$ cat src/rtl/mmio_pkg.sv
// Shared constants for the Riscv151 memory-mapped I/O block: base address,
// register offsets and status-word bit positions.
package mmio_pkg;

    localparam logic [31:0] MMIO_BASE   = 32'h8000_0000;

    localparam logic [7:0]  STATUS      = 8'h00;
    localparam logic [7:0]  RX_DATA     = 8'h04;
    localparam logic [7:0]  TX_DATA     = 8'h08;
    localparam logic [7:0]  CYCLE_CNT   = 8'h10;
    localparam logic [7:0]  INSTRET_CNT = 8'h14;
    localparam logic [7:0]  CNT_RST     = 8'h18;

    localparam int unsigned TX_EMPTY_BIT = 0;
    localparam int unsigned RX_FULL_BIT  = 1;

endpackage

$ cat src/rtl/mmio_ctrl_byte_buf.sv
// One-entry 8-bit holding register. A push is taken only while empty; a push
// wins over a pop in the same cycle so a completed handshake is never lost.
module byte_buf (
    input  logic       clk,
    input  logic       rst,
    input  logic       push_i,
    input  logic [7:0] data_i,
    input  logic       pop_i,
    output logic       full_o,
    output logic [7:0] data_o
);

    logic       full_q, full_d;
    logic [7:0] data_q, data_d;

    always_ff @(posedge clk) begin
        if (rst) begin
            full_q <= 1'b0;
            data_q <= '0;
        end else begin
            full_q <= full_d;
            data_q <= data_d;
        end
    end

    always_comb begin
        full_d = full_q;
        data_d = data_q;
        if (pop_i) full_d = 1'b0;
        if (push_i && !full_q) begin
            full_d = 1'b1;
            data_d = data_i;
        end
    end

    assign full_o = full_q;
    assign data_o = data_q;

endmodule

$ cat src/rtl/mmio_ctrl.sv
// MMIO controller: address decode, UART byte buffers, cycle/instret counters
// and a one-cycle-latency read data register for the memory-stage load mux.
module mmio_ctrl
    import mmio_pkg::*;
#(
    parameter int unsigned CLOCK_FREQ = 50_000_000
) (
    input  logic        clk,
    input  logic        rst,
    input  logic        en,
    input  logic [3:0]  we,
    input  logic [31:0] addr,
    input  logic [31:0] wdata,
    input  logic        inst_retire,
    output logic [31:0] rdata,
    output logic [7:0]  uart_tx_data,
    output logic        uart_tx_valid,
    input  logic        uart_tx_ready,
    input  logic [7:0]  uart_rx_data,
    input  logic        uart_rx_valid,
    output logic        uart_rx_ready
);

    logic        acc, wr, rd;
    logic [7:0]  off;
    logic        tx_push, tx_pop, tx_full;
    logic        rx_push, rx_pop, rx_full;
    logic [7:0]  rx_byte;
    logic        cnt_clr;
    logic [31:0] cycle_q, cycle_d;
    logic [31:0] instret_q, instret_d;
    logic [31:0] rdata_q, rdata_d;
    logic [31:0] rd_mux;
    logic        unused_bits;

    assign acc = en & addr[31];
    assign wr  = acc & (|we);
    assign rd  = acc & ~(|we);
    assign off = addr[7:0];

    // Only the low byte selects a register; CLOCK_FREQ is for the UART only.
    assign unused_bits = ^{addr[30:8], wdata[31:8], CLOCK_FREQ};

    assign tx_push       = wr & (off == TX_DATA);
    assign tx_pop        = tx_full & uart_tx_ready;
    assign uart_tx_valid = tx_full;

    byte_buf u_tx_buf (
        .clk    (clk),
        .rst    (rst),
        .push_i (tx_push),
        .data_i (wdata[7:0]),
        .pop_i  (tx_pop),
        .full_o (tx_full),
        .data_o (uart_tx_data)
    );

    assign uart_rx_ready = ~rx_full;
    assign rx_push       = uart_rx_valid & ~rx_full;
    assign rx_pop        = rd & (off == RX_DATA);

    byte_buf u_rx_buf (
        .clk    (clk),
        .rst    (rst),
        .push_i (rx_push),
        .data_i (uart_rx_data),
        .pop_i  (rx_pop),
        .full_o (rx_full),
        .data_o (rx_byte)
    );

    assign cnt_clr = wr & (off == CNT_RST);

    always_comb begin
        rd_mux = '0;
        case (off)
            STATUS: begin
                rd_mux[TX_EMPTY_BIT] = ~tx_full;
                rd_mux[RX_FULL_BIT]  = rx_full;
            end
            RX_DATA:     rd_mux[7:0] = rx_byte;
            CYCLE_CNT:   rd_mux      = cycle_q;
            INSTRET_CNT: rd_mux      = instret_q;
            default:     rd_mux      = '0;
        endcase
    end

    always_comb begin
        cycle_d   = cnt_clr ? '0 : cycle_q + 32'd1;
        instret_d = cnt_clr ? '0 : instret_q + {31'd0, inst_retire};
        rdata_d   = rd ? rd_mux : rdata_q;
    end

    always_ff @(posedge clk) begin
        if (rst) begin
            cycle_q   <= '0;
            instret_q <= '0;
            rdata_q   <= '0;
        end else begin
            cycle_q   <= cycle_d;
            instret_q <= instret_d;
            rdata_q   <= rdata_d;
        end
    end

    assign rdata = rdata_q;

endmodule

$ cat config.mk
export PLATFORM = sky130hd
export DESIGN_NAME = mmio_ctrl
export DESIGN_NICKNAME = d
export VERILOG_FILES = /design/src/rtl/mmio_pkg.sv /design/src/rtl/mmio_ctrl_byte_buf.sv /design/src/rtl/mmio_ctrl.sv
export SDC_FILE = /design/constraint.sdc
export NUM_CORES = 1
export LEC_CHECK = 0
export CORE_ASPECT_RATIO = 0.5
export CORE_MARGIN = 2
export CORE_UTILIZATION = 45
export DETAILED_ROUTE_END_ITERATION = 10
export PLACE_DENSITY_LB_ADDON = 0.05
export SLEW_MARGIN = 20
export SYNTH_ARGS = -nofsm -noshare
export SYNTH_HDL_FRONTEND = slang
export SYNTH_SLANG_ARGS = --single-unit
$ cat constraint.sdc
create_clock -name clk -period 1.88 [get_ports clk]
set_clock_uncertainty 0.05 [all_clocks]
set_input_delay 0.188 -clock clk [delete_from_list [all_inputs] [get_ports clk]]
set_output_delay 0.188 -clock clk [all_outputs]
set_load 0.01 [all_outputs]
==> results.ini, run 1 <==
[run_status]
status=finished, violations left
violations=negative setup slack

[logic_synthesis]
synth-xor-area-share_pct=4.443
syn_avg_cell_area_sq_um=9.234
synthMuxAreaShare_pct=8.594
yosysMostFrequentCell=dfxtp_1
yosysTopAreaCell=dfxtp_1
synth-main-ff-cell=dfxtp_1
yosys.area_share.simple_pct=21.92
netlist_top_cells_count=dfxtp_1, a21oi_1, nor2_1
synth_edf_count=0
async_flop_share_pct=0
synth_area_sq_um=5125
synth_top_area_share_pct=44.53
ys_top_cells_by_area=dfxtp_1, mux2i_1, or4_1, a21oi_1, o2bb2ai_1
synth_top_family_by_area=simple AND/OR/NAND/NOR gates
ys_seq_area_share_pct=44.53
ys_types=41
synth_seq_cells=114
synth_fa_ha_area_share_pct=0.7324
synth-compound-area-share_pct=15.82
synthCells=555
synth_nets=640
yosysWarnings=0

[critical_path]
reg2reg_slack_ns=-0.06
end_kind=flip-flop
worstSetupStartpointType=flip-flop
crit_arrival_ns=2.22
critPathRequiredTime_ns=2.16
rr_endpoint=cycle_q[27]
crit_fanout=18
r2r_start=cycle_q[14]
worstSetupPathType=flip-flop to flip-flop
rr_worst_depth=4

[timing]
timing.hold.ws_ns=0.3061
slew_headroom_pct=73.83
setup_viol=18
post-route-period-util_pct=103.1
tns_ns=-0.3975
fin_ws_ns=-0.05912
period_needed_ns=1.939
tightest_slew_ns=0.3918
final_max_slew_viol_count=0
fmax_mhz=515.7
hold_viol_final=0
rsz0062_at_grt=true

[hold_path]
hold_depth=3
timing.hold.worst.class=primary input to flip-flop
worstHoldStart=wdata[7]
whs_endpoint=u_tx_buf.data_o[7]

[final_layout]
insertedDiodeCount=0
nets=799
area_growth_pct=44.78
postLayoutCoreUtil_pct=67.16
multi_input_area_sq_um=2813
final_area_sq_um=7420
seqCellArea_sq_um=2306
nFillCells=884
layout-drive-gt1-share_pct=26.21

[cts]
path_clk_slew_ns=0.05
hold_buffers=0
root_buffer=clkbuf_16
cts_tree=done
cts_sinks=114
clock_path_buffers=2
cts_made_buffers=17
cts_htree_levels=4
clk_latency_ns=0.40

[place]
hpwl_um=10190
post_dp_cell_area_sq_um=6728
gp_congestion=0.8183
io_buffers=76

[die]
fp-row-count=27
io_pins=124
die_area_sq_um=12310
die_w_um=154.9
core_sq_um=11050
die-height_um=79.46
initial_core_util_pct=46.39

[drt]
ant_nets=0
route.detailed.drc=0
vias=4859
drtPass1Iterations=5
wl_per_cell_um=16.93
wl_um=14730
vias_per_cell=5.585
drt_iter0_drc=286

[pwr]
power_density_nw_per_um2=753.3
irDropWorstVdd_mv=0.6442
finalPower_mw=5.589
leakage_nw=2.689

[global_route]
grt_overflow_total=0
grt_pass1_vias=4688
grtUsageTotal_pct=24.65
grt_pass1_wl_um=23660
grt_antenna_before_repair=0
grt_max_degree=60

[job]
drv_cap=0

[layer usage]
layer  vias up  share of wire (%)  track usage, %
met1      2309                 50           34.34
met2       143                 44           38.62
met4         0               0.67           7.407
met5         -                  0               0
li1       2396                  -               -
met3        11                5.8           5.266
[critical path: stages (launching register included)]
cell and delay, ns:
dfxtp_2 0.32, nand4_1 0.14, or4_4 0.64, or4_1 0.54, a21oi_1 0.17
[cell type report]
type	count	area share [%]
multi-input combinational	392	37.91
timing repair buffer	177	21.03
tap	145	2.445
clock buffer	24	6.492
clock inverter	6	0.4384
sequential	114	31.08
inverter	12	0.6071
[power breakdown]
| group | switching [mW] | internal, mW | leakage, nW |
|---|---|---|---|
| clock | 1.06 | 1.76 | 0.255 |
| combinational | 0.143 | 0.164 | 1.50 |
| sequential | 0.0213 | 2.44 | 0.929 |
| total | 1.22 | 4.37 | 2.69 |
[worst max path at each step]
stage | from | end | slack [ns] | cells past startpoint
final | cycle_q[14] | cycle_q[27] | -0.06 | 4
after global routing | instret_q[0] | instret_q[16] | -0.12 | 6
after CTS | instret_q[0] | instret_q[23] | -0.07 | 6
after detailed placement | inst_retire | instret_q[27] | -0.44 | 7
after global placement | inst_retire | instret_q[16] | -0.42 | 7
after floorplan | cycle_q[12] | cycle_q[29] | -0.04 | 6
[metrics by stage]
stage	instances	setup slack [ns]
floorplan	555	-0.03721
global placement	833	-0.4216
detailed placement	833	-0.4365
CTS	869	-0.06667
global route	870	-0.1180
finish	870	-0.05912
[what timing repair did]
item / in CTS / in global routing
pin swaps: 7 / 9
resized for setup: 14 / 19
setup endpoints to repair: 27 / 34
cloned: 1 / 0
setup buffers: 5 / 3
[state kept, by name, indices dropped and copies added, names as in the netlist]
signal	count
cycle_q	32
instret_q	32
rdata	32
u_rx_buf.data_o	8
u_tx_buf.data_o	8
u_rx_buf.full_o	1
u_tx_buf.full_o	1
[cells in the final DEF, fill, tap and decap left out, drive strengths merged, types with 2 or more instances in the layout]
cell type      synthesis  routed
nor4                   8       8
and3                   4       4
or3                   12      12
nor2b                  3       3
nand3                 31      31
and4                   7       7
inv                   12      12
xor2                  12      12
mux2i                 35      35
ha                     3       3
buf                   12     102
or2                    3       3
clkdlybuf4s50          0      75
clkinv                 0       5
dfxtp                114     114
nand2                 24      24
o31ai                 22      22
clkbuf                25      24
nor2                  41      41
nand4                 18      18
and2                   4       4
o2bb2ai               24      24
a21oi                 43      43
or4                   30      30
mux2                   6       6
o21ai                 18      18
a22o                  12      12
xnor2                 14      14
nor3                   8       8
nand2b                 2       2
[kinds of logic after synthesis]
logic type	after synthesis
simple gates	199
compound gates	122
xor+xnor	26
mux	42
buf+inv	49
flops	114
fa+ha+maj	3
No activity file was read; power rests on OpenSTA's default activity.
==> run 2, diff against run 1 <==
Clock period 1.88 ns to 1.8 ns, I/O delays scaled along.
==> results.ini, run 2 (synthesis results as in run 1) <==
[cts]
root_buffer=clkbuf_16
clock_path_buffers=2  ; unchanged
path_clk_slew_ns=0.05  ; about the same
cts_htree_levels=4  ; unchanged
clk_latency_ns=0.41  ; about the same
cts_made_buffers=17  ; unchanged
cts_tree=done
hold_buffers=0  ; unchanged
cts_sinks=114  ; unchanged

[die]
die_w_um=154.9  ; unchanged
die_area_sq_um=12310  ; unchanged
fp-row-count=27  ; unchanged
initial_core_util_pct=46.39  ; unchanged
die-height_um=79.46  ; unchanged
io_pins=124  ; unchanged
core_sq_um=11050  ; unchanged

[timing]
rsz0062_at_grt=true
period_needed_ns=2.001  ; +0.06188 ns
final_max_slew_viol_count=0  ; unchanged
fmax_mhz=499.8  ; -3.1%
post-route-period-util_pct=111.2  ; +8.0 points
hold_viol_final=0  ; unchanged
timing.hold.ws_ns=0.2835  ; -0.02262 ns
slew_headroom_pct=67.53  ; -6.3 points
fin_ws_ns=-0.2010  ; -0.1419 ns
setup_viol=31  ; +13
tns_ns=-2.641  ; -2.243 ns
tightest_slew_ns=0.4866  ; +0.09478 ns

[global_route]
grt_max_degree=44  ; -27%
grt_antenna_before_repair=0  ; unchanged
grt_overflow_total=0  ; unchanged
grtUsageTotal_pct=24.82  ; +0.17 points
grt_pass1_wl_um=23660  ; unchanged
grt_pass1_vias=4557  ; -2.8%

[critical_path]
worstSetupPathType=flip-flop to flip-flop
cp_cell_sequence=ha_4 -> ha_4 -> and4_4 -> or4b_4 -> or3_1 -> a21oi_1
path_buf_inv=0  ; unchanged
crit_fanout=3  ; -15
crit_slowest_cell=or4b_4
cp_top_family=simple AND/OR/NAND/NOR gates
rr_worst_depth=6  ; +2
path_depth=6  ; +2
reg2reg_slack_ns=-0.20  ; -0.14 ns
worstSetupStartpointType=flip-flop
max_stage_delay_ns=0.49  ; -0.15 ns
end_kind=flip-flop
crit_arrival_ns=2.28  ; +0.06 ns
critPathRequiredTime_ns=2.08  ; -0.08 ns
crit_path_frequent_cell=ha_4

[pwr]
power_density_nw_per_um2=831.2  ; +10%
leakage_nw=2.892  ; +7.6%
irDropWorstVdd_mv=0.6043  ; -6.2%

[drt]
vias_per_cell=5.614  ; +0.52%
ant_nets=0  ; unchanged
drtPass1Iterations=5  ; unchanged
route.detailed.drc=0  ; unchanged
vias=5030  ; +3.5%
drt_iter0_drc=293  ; +2.4%
wl_per_cell_um=17.30  ; +2.2%
wl_um=15500  ; +5.3%

[place]
io_buffers=76  ; unchanged
gp_congestion=0.8079  ; -1.3%
hpwl_um=10430  ; +2.4%

[final_layout]
insertedDiodeCount=0  ; unchanged
layout_commonest_cell=buf_4
area_growth_pct=51.88
postLayoutCoreUtil_pct=70.46  ; +3.3 points
final_cell_mix=buf_4, dfxtp_1, clkdlybuf4s50_1, nor2_1, a21oi_1
layout-drive-gt1-share_pct=29.16  ; +3.0 points
nets=825  ; +3.3%

[run_status]
status=finished, violations left
violations=negative setup slack

[job]
drv_cap=0  ; unchanged

[hold_path]
hold_depth=3  ; unchanged
timing.hold.worst.class=primary input to flip-flop

[run 2: cell count changes in the layout (fill, tap and decap cells not counted), sizes merged]
cell / change
nand3: +1
clkbuf: -6
buf: +23
clkinvlp: +1
or4: +2
bufinv: +5
[run 2: area by class of cell]
| cell class | count | area (sq um) |
|---|---|---|
| sequential | 114 | 2305 |
| timing repair buffer | 200 | 1763 |
| clock buffer | 18 | 429.2 |
| tap | 145 | 181.4 |
| fill | 851 | 3263 |
| inverter | 12 | 45.04 |
| multi-input combinational | 395 | 2870 |
| clock inverter | 12 | 190.2 |
[run 2: path summary, 6_finish.rpt]
kind                 from            endpoint
max reg2reg  instret_q[0]       instret_q[16]
min reg2reg     rdata[14]           rdata[14]
min              wdata[4]  u_tx_buf.data_o[4]
max          instret_q[0]       instret_q[16]
[run 2: metal layers]
metal  part of all wire [%]  global-route usage (%)
met1                     48                   33.27
met2                     45                   39.73
met5                      0                       0
met3                    6.3                   6.949
met4                   0.88                   6.389
[run 2: stage by stage]
step / worst slack, ns / cells / power [mW] / cell area (sq um)
floorplan: -0.1172 / 555 / 2.768 / 5260
global placement: -0.4788 / 847 / 2.937 / 6845
detailed placement: -0.5201 / 847 / 2.939 / 6845
CTS: -0.1573 / 887 / 6.527 / 7632
global route: -0.2538 / 896 / 6.656 / 7784
finish: -0.2010 / 896 / 6.470 / 7784
[run 2: report_power, final]
group	leakage (nW)	switching, mW	internal (mW)
combinational	1.66	0.148	0.174
clock	0.301	1.16	2.42
sequential	0.929	0.0197	2.55
total	2.89	1.32	5.15
[run 2: worst min-delay path, cell delays in order]
cell             delay, ns
clkdlybuf4s50_1       0.40
nand3_1               0.06
a21oi_1               0.05
[run 2: timing repair]
action	CTS	global route
gates resized for setup	16	23
cloned	1	2
setup endpoints to repair	32	34
pin swaps	12	11
setup buffers	9	8
